### config.mk
export PLATFORM = sky130hd
export DESIGN_NAME = board_writer_flat
export DESIGN_NICKNAME = d
export VERILOG_FILES = /design/src/rtl/board_writer_if.sv /design/src/rtl/board_writer.sv /design/src/flat_wrapper.sv
export SDC_FILE = /design/constraint.sdc
export NUM_CORES = 2
export LEC_CHECK = 0
export CAP_MARGIN = 0
export CORE_AREA = 2 2 602 604
export DETAILED_ROUTE_END_ITERATION = 8
export DIE_AREA = 0 0 604 606
export GPL_TIMING_DRIVEN = 0
export PLACE_DENSITY = 0.31
export SLEW_MARGIN = 20
export SYNTH_ARGS = -nofsm -noshare
export SYNTH_HDL_FRONTEND = slang
export SYNTH_SLANG_ARGS = --single-unit
### constraint.sdc
create_clock -name clk -period 3.4 [get_ports clk]
set_clock_uncertainty 0.2 [all_clocks]
set_input_delay 0.68 -clock clk [delete_from_list [all_inputs] [get_ports clk]]
set_output_delay 0.68 -clock clk [all_outputs]
set_load 0.05 [all_outputs]
### src/rtl/board_writer_if.sv
// Board-writer bus: move/commit requests and preset loads in, registered board and status out.
interface board_writer_if #(
  parameter int DATA_W = 32
);
  logic                         commit;
  logic [3:0][3:0][DATA_W-1:0]  matriz_modificada;
  logic                         load_en;
  logic [3:0][3:0][DATA_W-1:0]  load_board;
  logic [3:0][3:0][DATA_W-1:0]  matriz_resultante;
  logic                         busy;
  logic                         done;
  logic                         moved;
  logic [3:0]                   spawn_idx;

  modport master (
    output commit, matriz_modificada, load_en, load_board,
    input  matriz_resultante, busy, done, moved, spawn_idx
  );

  modport slave (
    input  commit, matriz_modificada, load_en, load_board,
    output matriz_resultante, busy, done, moved, spawn_idx
  );
endinterface

### src/rtl/board_writer.sv
// Owns the 4x4 game board: commits post-move boards, spawns a 2/4 tile in a
// pseudo-random empty cell, and seeds a fresh game with two tiles after reset.
module board_writer #(
  parameter logic [15:0] LFSR_SEED = 16'hACE1,
  parameter logic [3:0]  FOUR_CODE = 4'd0,
  parameter int          DATA_W    = 32
) (
  input logic           clk,
  input logic           rst,
  board_writer_if.slave bus
);
  typedef logic [3:0][3:0][DATA_W-1:0] board_t;
  typedef enum logic [2:0] {INIT1, INIT2, IDLE, CMP, SEARCH, WRITE, FIN} state_t;

  state_t      state, state_nx, ret;
  board_t      board;
  logic [15:0] lfsr;
  logic        lfsr_fb;
  logic [3:0]  idx, probe, spawn_idx;
  logic        chg, busy, done, moved;
  logic        cell_empty, board_diff, spawn_four;

  function automatic logic [DATA_W-1:0] cell_at(input board_t m, input logic [3:0] i);
    return m[i[3:2]][i[1:0]];
  endfunction

  assign lfsr_fb    = lfsr[15] ^ lfsr[13] ^ lfsr[12] ^ lfsr[10];
  assign cell_empty = (cell_at(board, idx) == '0);
  assign board_diff = (bus.matriz_modificada != board);
  assign spawn_four = (lfsr[7:4] == FOUR_CODE);

  assign bus.matriz_resultante = board;
  assign bus.busy              = busy;
  assign bus.done              = done;
  assign bus.moved             = moved;
  assign bus.spawn_idx         = spawn_idx;

  always_comb begin
    state_nx = state;
    case (state)
      INIT1, INIT2: state_nx = SEARCH;
      // load_en has priority: a simultaneous commit is dropped
      IDLE:   if (!bus.load_en && bus.commit) state_nx = CMP;
      CMP:    state_nx = board_diff ? SEARCH : FIN;
      SEARCH: begin
        if (cell_empty)          state_nx = WRITE;
        else if (probe == 4'd15) state_nx = FIN;
      end
      WRITE:  state_nx = ret;
      FIN:    state_nx = IDLE;
      default: state_nx = INIT1;
    endcase
  end

  always_ff @(posedge clk) begin
    if (!rst) begin
      state     <= INIT1;
      ret       <= INIT2;
      board     <= '0;
      lfsr      <= LFSR_SEED;
      busy      <= 1'b0;
      done      <= 1'b0;
      moved     <= 1'b0;
      spawn_idx <= '0;
      idx       <= '0;
      probe     <= '0;
      chg       <= 1'b0;
    end else begin
      state <= state_nx;
      lfsr  <= {lfsr[14:0], lfsr_fb};
      busy  <= (state_nx != IDLE) && (state_nx != FIN);
      done  <= (state_nx == FIN) || (state == IDLE && bus.load_en);
      // moved changes only together with the done pulse
      if (state_nx == FIN) moved <= (state == CMP) ? 1'b0 : chg;
      case (state)
        INIT1: begin
          idx   <= lfsr[3:0];
          probe <= '0;
          ret   <= INIT2;
        end
        INIT2: begin
          idx   <= lfsr[3:0];
          probe <= '0;
          ret   <= FIN;
        end
        IDLE: begin
          if (bus.load_en) begin
            board <= bus.load_board;
            moved <= 1'b0;
          end
        end
        CMP: begin
          if (board_diff) begin
            board <= bus.matriz_modificada;
            chg   <= 1'b1;
            idx   <= lfsr[3:0];
            probe <= '0;
            ret   <= FIN;
          end
        end
        SEARCH: begin
          if (!cell_empty) begin
            idx   <= idx + 4'd1;
            probe <= probe + 4'd1;
          end
        end
        WRITE: begin
          board[idx[3:2]][idx[1:0]] <= spawn_four ? DATA_W'(4) : DATA_W'(2);
          spawn_idx                 <= idx;
        end
        default: ;
      endcase
    end
  end
endmodule

### src/flat_wrapper.sv
// flat-port wrapper written by rule: the top's interface ports become plain ports
module board_writer_flat 
#(
  parameter logic [15:0] LFSR_SEED = 16'hACE1,
  parameter logic [3:0]  FOUR_CODE = 4'd0,
  parameter int          DATA_W    = 32
)
  (clk, rst, bus_commit, bus_matriz_modificada, bus_load_en, bus_load_board, bus_matriz_resultante, bus_busy, bus_done, bus_moved, bus_spawn_idx);
  board_writer_if #(.DATA_W(DATA_W)) bus_i ();
  input logic clk;
  input logic rst;
  input wire logic [$bits(bus_i.commit)-1:0] bus_commit;
  input wire logic [$bits(bus_i.matriz_modificada)-1:0] bus_matriz_modificada;
  input wire logic [$bits(bus_i.load_en)-1:0] bus_load_en;
  input wire logic [$bits(bus_i.load_board)-1:0] bus_load_board;
  output wire logic [$bits(bus_i.matriz_resultante)-1:0] bus_matriz_resultante;
  output wire logic [$bits(bus_i.busy)-1:0] bus_busy;
  output wire logic [$bits(bus_i.done)-1:0] bus_done;
  output wire logic [$bits(bus_i.moved)-1:0] bus_moved;
  output wire logic [$bits(bus_i.spawn_idx)-1:0] bus_spawn_idx;
  assign bus_i.commit = bus_commit;
  assign bus_i.matriz_modificada = bus_matriz_modificada;
  assign bus_i.load_en = bus_load_en;
  assign bus_i.load_board = bus_load_board;
  assign bus_matriz_resultante = bus_i.matriz_resultante;
  assign bus_busy = bus_i.busy;
  assign bus_done = bus_i.done;
  assign bus_moved = bus_i.moved;
  assign bus_spawn_idx = bus_i.spawn_idx;
  board_writer #(.LFSR_SEED(LFSR_SEED), .FOUR_CODE(FOUR_CODE), .DATA_W(DATA_W)) u_core (.clk(clk), .rst(rst), .bus(bus_i));
endmodule
# Word-level counts from Yosys, hierarchy flattened
# Cells that the tools add are included.
[op_classes]
n_addsub = 2
reduce_logical = 18
magnitude_cmp = 4
n_bitwise = 3
muxes = 30
eq_ne = 14
[ops]
columns = ["op", "count"]
rows = [
  ["$pmux W512 S3", 1],
  ["$mux W512", 2],
  ["$bwmux W512", 1],
  ["$ne A512 B512 Y1", 1],
  ["$bmux W128 S2", 1],
  ["$demux W128 S2", 1],
  ["$mux W128", 2],
  ["$bmux W32 S2", 1],
  ["$demux W32 S2", 1],
  ["$mux W32", 2],
  ["$logic_not A32 Y1", 1],
  ["$pmux W4 S3", 2],
  ["$pmux W3 S6", 1],
  ["$mux W4", 4],
  ["$mux W3", 5],
  ["$eq A3 B3 Y1 const B", 4],
  ["$pmux W3 S3", 1],
  ["$reduce_bool A3 Y1", 3],
  ["$add A4 B1 Y4 const B", 2],
  ["$eq A3 B2 Y1 const B", 2],
  ["$lt A2 B3 Y1 const B", 2],
  ["$reduce_and A3 Y1", 2],
  ["$logic_and A1 B1 Y1", 5],
  ["$eq A4 B4 Y1 const B", 1],
  ["other kinds (15)", 23],
]
[totals]
elab_cells = 97
register_bits = 550
output_inout_bits = 519
input_bits = 1028

# Logic depth before layout (Yosys ltp)
[depth]
ltp_word = 11
mapped_depth = 13
ltp_nobuf = 8

# Worst setup path after synthesis
# OpenSTA, ideal clock, no wires.
[synth_path]
kind = "register to register"
start = "register u_core.board, in the netlist u_core.bus.matriz_resultante[384]"
end = "register u_core.idx[1]"
synth_period_minus_slack_ns = 3.065
required_ns = 3.128
t_arrival_ns = 2.794
slack_ns = 0.335
path_buffers = 1
stages_incl_launch_ff = 9
setup_ns = 0.072
path_cell_list = "dfxtp_1 or4_1 mux4_2 a2bb2oi_1 or4_4 o22ai_2 buf_6 o211a_4 mux2i_1"
[synth_via]
elab_chain_cells = 7
word_cells_on_any_way = 9
classes_between = "3 x eq/ne; 4 x mux; 2 x reduce/logical"
[synth_rtl]
columns = ["item", "line", "source"]
rows = [
  ["from (decl)", "board_writer.sv:16", "board_t board;"],
  ["from (signal assigned)", "board_writer.sv:88", "board <= bus.load_board;"],
  ["from (signal assigned)", "board_writer.sv:94", "board <= bus.matriz_modificada;"],
  ["from (signal, indexed assignment)", "board_writer.sv:108", "board[idx[3:2]][idx[1:0]] <= spawn_four ? DATA_W'(4) : DATA_W'(2);"],
  ["$bmux W128 S2", "board_writer.sv:24", "return m[i[3:2]][i[1:0]];"],
  ["$mux W128 (implied by the code)", "board_writer.sv:24", ""],
  ["$bmux W32 S2", "board_writer.sv:24", ""],
  ["$mux W32 (implied by the code)", "board_writer.sv:24", ""],
  ["$logic_not A32 Y1", "board_writer.sv:28", "assign cell_empty = (cell_at(board, idx) == '0);"],
  ["$ne A2 B2 Y1 (no line)", "-", ""],
  ["$reduce_and A3 Y1 (no line) (*)", "-", ""],
  ["to (signal assigned)", "board_writer.sv:77", "idx <= lfsr[3:0];"],
  ["to (signal assigned)", "board_writer.sv:82", "idx <= lfsr[3:0];"],
  ["to (signal assigned)", "board_writer.sv:96", "idx <= lfsr[3:0];"],
  ["to (decl)", "board_writer.sv:19", "logic [3:0] idx, probe, spawn_idx;"],
]
# Mark *: on every way between the ends. The rest lies on a longest branch, timed or not. The select of a mux whose other input is x is not followed.
# A chain may end at the register's enable or synchronous reset.

# Worst setup path in the final report
[layout_path]
start = "register u_core.board, in the netlist u_core.bus.matriz_resultante[164]"
end = "register u_core.board, in the netlist u_core.bus.matriz_resultante[489]"
[layout_via]
elab_chain_cells = 3
[layout_rtl]
columns = ["item", "line", "source"]
rows = [
  ["$ne A512 B512 Y1", "board_writer.sv:29", "assign board_diff = (bus.matriz_modificada != board);"],
  ["$ne A2 B1 Y1 (no line)", "-", ""],
  ["$reduce_and A3 Y1 (no line)", "-", ""],
]
# Every way passes these cells.

==> impl_summary.log <==
[metrics] number of maximum-capacitance constraint violations: 0
[metrics] reg-to-reg slack, setup: -650 ps
[metrics] main area contributors after synthesis: sky130_fd_sc_hd__dfxtp_1, sky130_fd_sc_hd__xor2_1, sky130_fd_sc_hd__a22oi_1, sky130_fd_sc_hd__o22ai_1, sky130_fd_sc_hd__nand2_1
[metrics] gr usage total: 0.282
[metrics] area share of the leading cell type in the synthesized netlist: 0.369
[metrics] Routed Antenna Nets: 0
[metrics] ys flop type: sky130_fd_sc_hd__dfxtp_1
[metrics] startpoint of the worst hold path: bus_matriz_modificada[440]
[metrics] async set-or-reset flop fraction in the synthesized netlist: 0
[metrics] tightest slew margin relative to the limit: 0.0859
[metrics] initial standard-cell utilization of the core: 0.0826
[metrics] gate count after technology mapping: roughly 3,600
[metrics] dominant cell by count in the synthesized netlist: sky130_fd_sc_hd__nand2_1
[metrics] final core area utilization: 0.175
[metrics] reg-to-reg critical path startpoint: u_core.bus.matriz_resultante[164]
[metrics] clock transition at the registers of the reported paths: 60 ps
[metrics] critical path, cell by cell: xor2_1, nor4_4, nand4_1, nor4_2, nand4_1, o21ai_4, buf_8, buf_12, a22oi_2, buf_6, clkbuf_16, o22ai_1
[metrics] # setup viols final: around 570
[metrics] most frequent cell on the critical path: sky130_fd_sc_hd__nand4_1
[metrics] area of the multi-input gates: roughly 21,000 µm²
[metrics] final critical-path setup slack: -647 ps
[metrics] gate family responsible for the most delay along the worst path: simple AND/OR/NAND/NOR gates
[metrics] flop and latch count out of synthesis: between 500 and 600
[metrics] CP Data Arrival Time: between 4000 and 5000 ps
[metrics] Skew-Pair Late Insertion Delay: roughly 900 ps
[metrics] Max IR drop VDD: between 0.3 and 0.4 mV
[metrics] DRC violation count after routing: 0
[metrics] WHS Path Cells: 3
[metrics] Worst Hold Path EP: u_core.bus.matriz_resultante[440]
[metrics] pin count of the biggest net entering global routing: 14
[metrics] via count of the first global-routing pass: 40,900
[metrics] critical path endpoint category: flop
[metrics] floorplan die area: 366,000 µm²
[metrics] number of buffers and inverters on the critical path: 4
[metrics] setup repair after global routing missed its margin: true
[metrics] WP data required: 3960 ps
[metrics] Area growth, synth to finish: 112%
[metrics] gr ovfl total: 0
[metrics] post-synthesis cell type count: 66
[metrics] worst hold path class: input pin to flop
[metrics] buffer depth of the longest clock path: 4
[metrics] synth warn: 0
[metrics] CTS Sinks: 549
[metrics] number of enable flip-flop cells after synthesis: 0
[metrics] net count of the mapped netlist: 4,591
[metrics] TritonCTS buffer count: 95
[metrics] startpoint types: flop
[metrics] detailed placement HPWL: 478 mm
[metrics] first-pass GRT wire length: 630 mm
[metrics] Die Y: between 600 and 700 µm
[metrics] proportion of power drawn by the clock network: 0.250
[metrics] sequential cell area fraction in the yosys report: 0.369
[metrics] Achievable Freq: ~250 MHz
[metrics] row count: 221
[metrics] Cell Int Power: about 21 mW
[metrics] number of top-level pins: around 1,500
[metrics] Hold Fails Final Rpt: 0
[metrics] list of most frequent post-synthesis cells: sky130_fd_sc_hd__nand2_1, sky130_fd_sc_hd__dfxtp_1, sky130_fd_sc_hd__o22ai_1, sky130_fd_sc_hd__xor2_1, sky130_fd_sc_hd__a22oi_1
[metrics] initial antenna violation count: around 330
[metrics] Routed WL per cell: ~52 µm
[metrics] library cell contributing the largest single delay on the critical path: sky130_fd_sc_hd__dfxtp_1
[metrics] Worst Setup Path Type: flop to flop
[metrics] crit-path max cell delay: approximately 570 ps
[metrics] share of layout cells above drive strength 1: 0.197
[metrics] failing checks: setup timing
[metrics] netlist area before placement: between 20,000 and 30,000 µm²
[metrics] final max-slew violation count: 0
[metrics] peak fanout along the critical path: 7
[metrics] leakage power figure: 23.1 nW
[metrics] Core Footprint: around 360,000 µm²
[metrics] power density over the cells: approximately 700 nW/µm²
[metrics] post-synthesis cell type with the largest combined area: sky130_fd_sc_hd__dfxtp_1
[metrics] routed vias: 42,800
[metrics] TNS Setup: -296,120 ps
[metrics] H-Tree Level Count: 3
[metrics] count of port buffers added during placement: 1,545
[metrics] die outline width: approximately 600 µm
[metrics] logic depth of the worst register-to-register path: 12
[metrics] Post-layout nets: roughly 6,400
[metrics] Critical R2R Capture: u_core.bus.matriz_resultante[489]
[metrics] share of total power in combinational logic: 0.535
[metrics] clock period minus final worst setup slack: 4050 ps
[metrics] status: finished with violations
[metrics] sequential fraction of design power: 0.215
[metrics] Post-Synthesis Mean Instance Area: between 8 and 9 µm²
[metrics] WHS: roughly 180 ps
[metrics] slew at the pin with the worst max-slew slack: 1360 ps
[metrics] number of DRC markers after the initial detailed-route iteration: approximately 4,000
[metrics] placer's final routability congestion estimate: just over 0.9
[metrics] root buf cell: sky130_fd_sc_hd__clkbuf_16
[metrics] switching power total: ~22 mW
[metrics] FF/Latch Area: about 11,000 µm²
[metrics] Sw Ratio: 0.516
[metrics] number of detailed-route iterations in the first pass: 5
[metrics] total power: ~43 mW
[metrics] total detailed-routing wirelength: about 540 mm
[metrics] Vias/cell: around 4.1
[metrics] portion of the clock cycle consumed by the worst path in the final layout: 1.19
[metrics] fill cell instance count of the final layout: about 40,000
[metrics] CTS tree: yes
## placed cells by master (no fill, tap or decap), types with 11 or more instances in the layout
master	count
sky130_fd_sc_hd__buf_4	89
sky130_fd_sc_hd__clkinv_2	16
sky130_fd_sc_hd__a22oi_2	17
sky130_fd_sc_hd__a22oi_1	484
sky130_fd_sc_hd__nor3_1	17
sky130_fd_sc_hd__nand2b_1	11
sky130_fd_sc_hd__buf_6	57
sky130_fd_sc_hd__clkbuf_1	144
sky130_fd_sc_hd__xor2_1	400
sky130_fd_sc_hd__xor2_4	24
sky130_fd_sc_hd__dfxtp_4	13
sky130_fd_sc_hd__buf_12	62
sky130_fd_sc_hd__o21ai_0	11
sky130_fd_sc_hd__a221oi_1	32
sky130_fd_sc_hd__a21oi_1	24
sky130_fd_sc_hd__o22ai_4	12
sky130_fd_sc_hd__clkbuf_16	138
sky130_fd_sc_hd__o22ai_2	136
sky130_fd_sc_hd__nor4_4	49
sky130_fd_sc_hd__buf_16	28
sky130_fd_sc_hd__clkdlybuf4s50_1	1532
sky130_fd_sc_hd__clkbuf_2	50
sky130_fd_sc_hd__nor4_1	89
sky130_fd_sc_hd__o22ai_1	371
sky130_fd_sc_hd__nand2_1	565
sky130_fd_sc_hd__diode_2	82
sky130_fd_sc_hd__xor2_2	90
sky130_fd_sc_hd__dfxtp_1	495
sky130_fd_sc_hd__nor4_2	87
sky130_fd_sc_hd__dfxtp_2	41
sky130_fd_sc_hd__nor2_1	70
sky130_fd_sc_hd__buf_8	33
sky130_fd_sc_hd__clkbuf_8	31
sky130_fd_sc_hd__nand4_1	38
## cell families after synthesis
group	after synthesis	share of synthesized area
adders and majority gates	5	0.00210
muxes	8	0.00483
buffers and inverters	319	0.0456
DFF	549	0.369
AOI/OAI and AO/OA	1162	0.271
xor gates and xnor gates	515	0.151
and+or+nand+nor	1000	0.156
## what timing repair did
item / CTS / global route
pin swaps: 57 / 96
setup endpoints to repair: 623 / 587
buffers inserted: 26 / 39
cloned: 12 / 30
resized for setup: 591 / 395
hold buffers: 0 / 0
## layout make-up
class,instances,area share
Antenna cell,82,0.00325
Sequential cell,549,0.176
Clock inverter,34,0.00745
Clock buffer,129,0.0430
Buffer,312,0.0466
Timing Repair Buffer,1751,0.292
Multi-Input combinational cell,2690,0.337
Tap cell,4794,0.0950
Inverter,7,0.000416
## worst max-delay path by stage
stage                                           start                                 to  slack, ps  cells past startpoint
finish              u_core.bus.matriz_resultante[164]  u_core.bus.matriz_resultante[489]       -650                     12
global route        u_core.bus.matriz_resultante[440]  u_core.bus.matriz_resultante[485]       -540                     12
CTS                 u_core.bus.matriz_resultante[365]  u_core.bus.matriz_resultante[492]       -530                     12
detailed placement         bus_matriz_modificada[470]  u_core.bus.matriz_resultante[191]      -4580                     12
global placement           bus_matriz_modificada[171]  u_core.bus.matriz_resultante[287]      -6440                     12
floorplan           u_core.bus.matriz_resultante[384]                      u_core.idx[1]        330                      8
## metrics by stage
stage	setup WS, ps	std cells	cell area [µm²]
global route	-540	10300	63000
global placement	-6440	9897	51200
detailed placement	-4580	9999	53700
finish	-647	10300	63100
CTS	-533	10200	60100
floorplan	335	3558	29800
## sequential cells by signal, summed over array words and instances, names as in the netlist
register,count
u_core.bus.moved,1
u_core.idx,4
u_core.probe,4
u_core.bus.done,1
u_core.ret,2
u_core.lfsr,16
u_core.bus.busy,1
u_core.bus.matriz_resultante,512
u_core.chg,1
u_core.state,3
u_core.bus.spawn_idx,4
## worst min-delay path: cells and delay by family
kind | cells | cell delay (ps)
buffers and inverters | 1 | 200
AOI/OAI and AO/OA | 2 | 290
## power groups by stage
stage / registers, mW / clock network (mW) / logic [mW]
5_1_grt: 9.31 / 11.1 / 23.2
6_report: 9.25 / 10.7 / 23.0
4_1_cts: 9.19 / 11.0 / 21.7
3_3_place_gp: 9.16 / 0 / 19.6
2_1_floorplan: 11.1 / 0 / 4.69
3_5_place_dp: 9.27 / 0 / 20.4
## per-layer routing
layer	up-vias	global-route usage	part of all wire
met5	-	0	0.0016
met4	136	0.103	0.047
met3	846	0.0867	0.084
met2	2566	0.483	0.48
met1	22000	0.329	0.39
li1	17300	-	-
(Power assumes the default switching activity.)
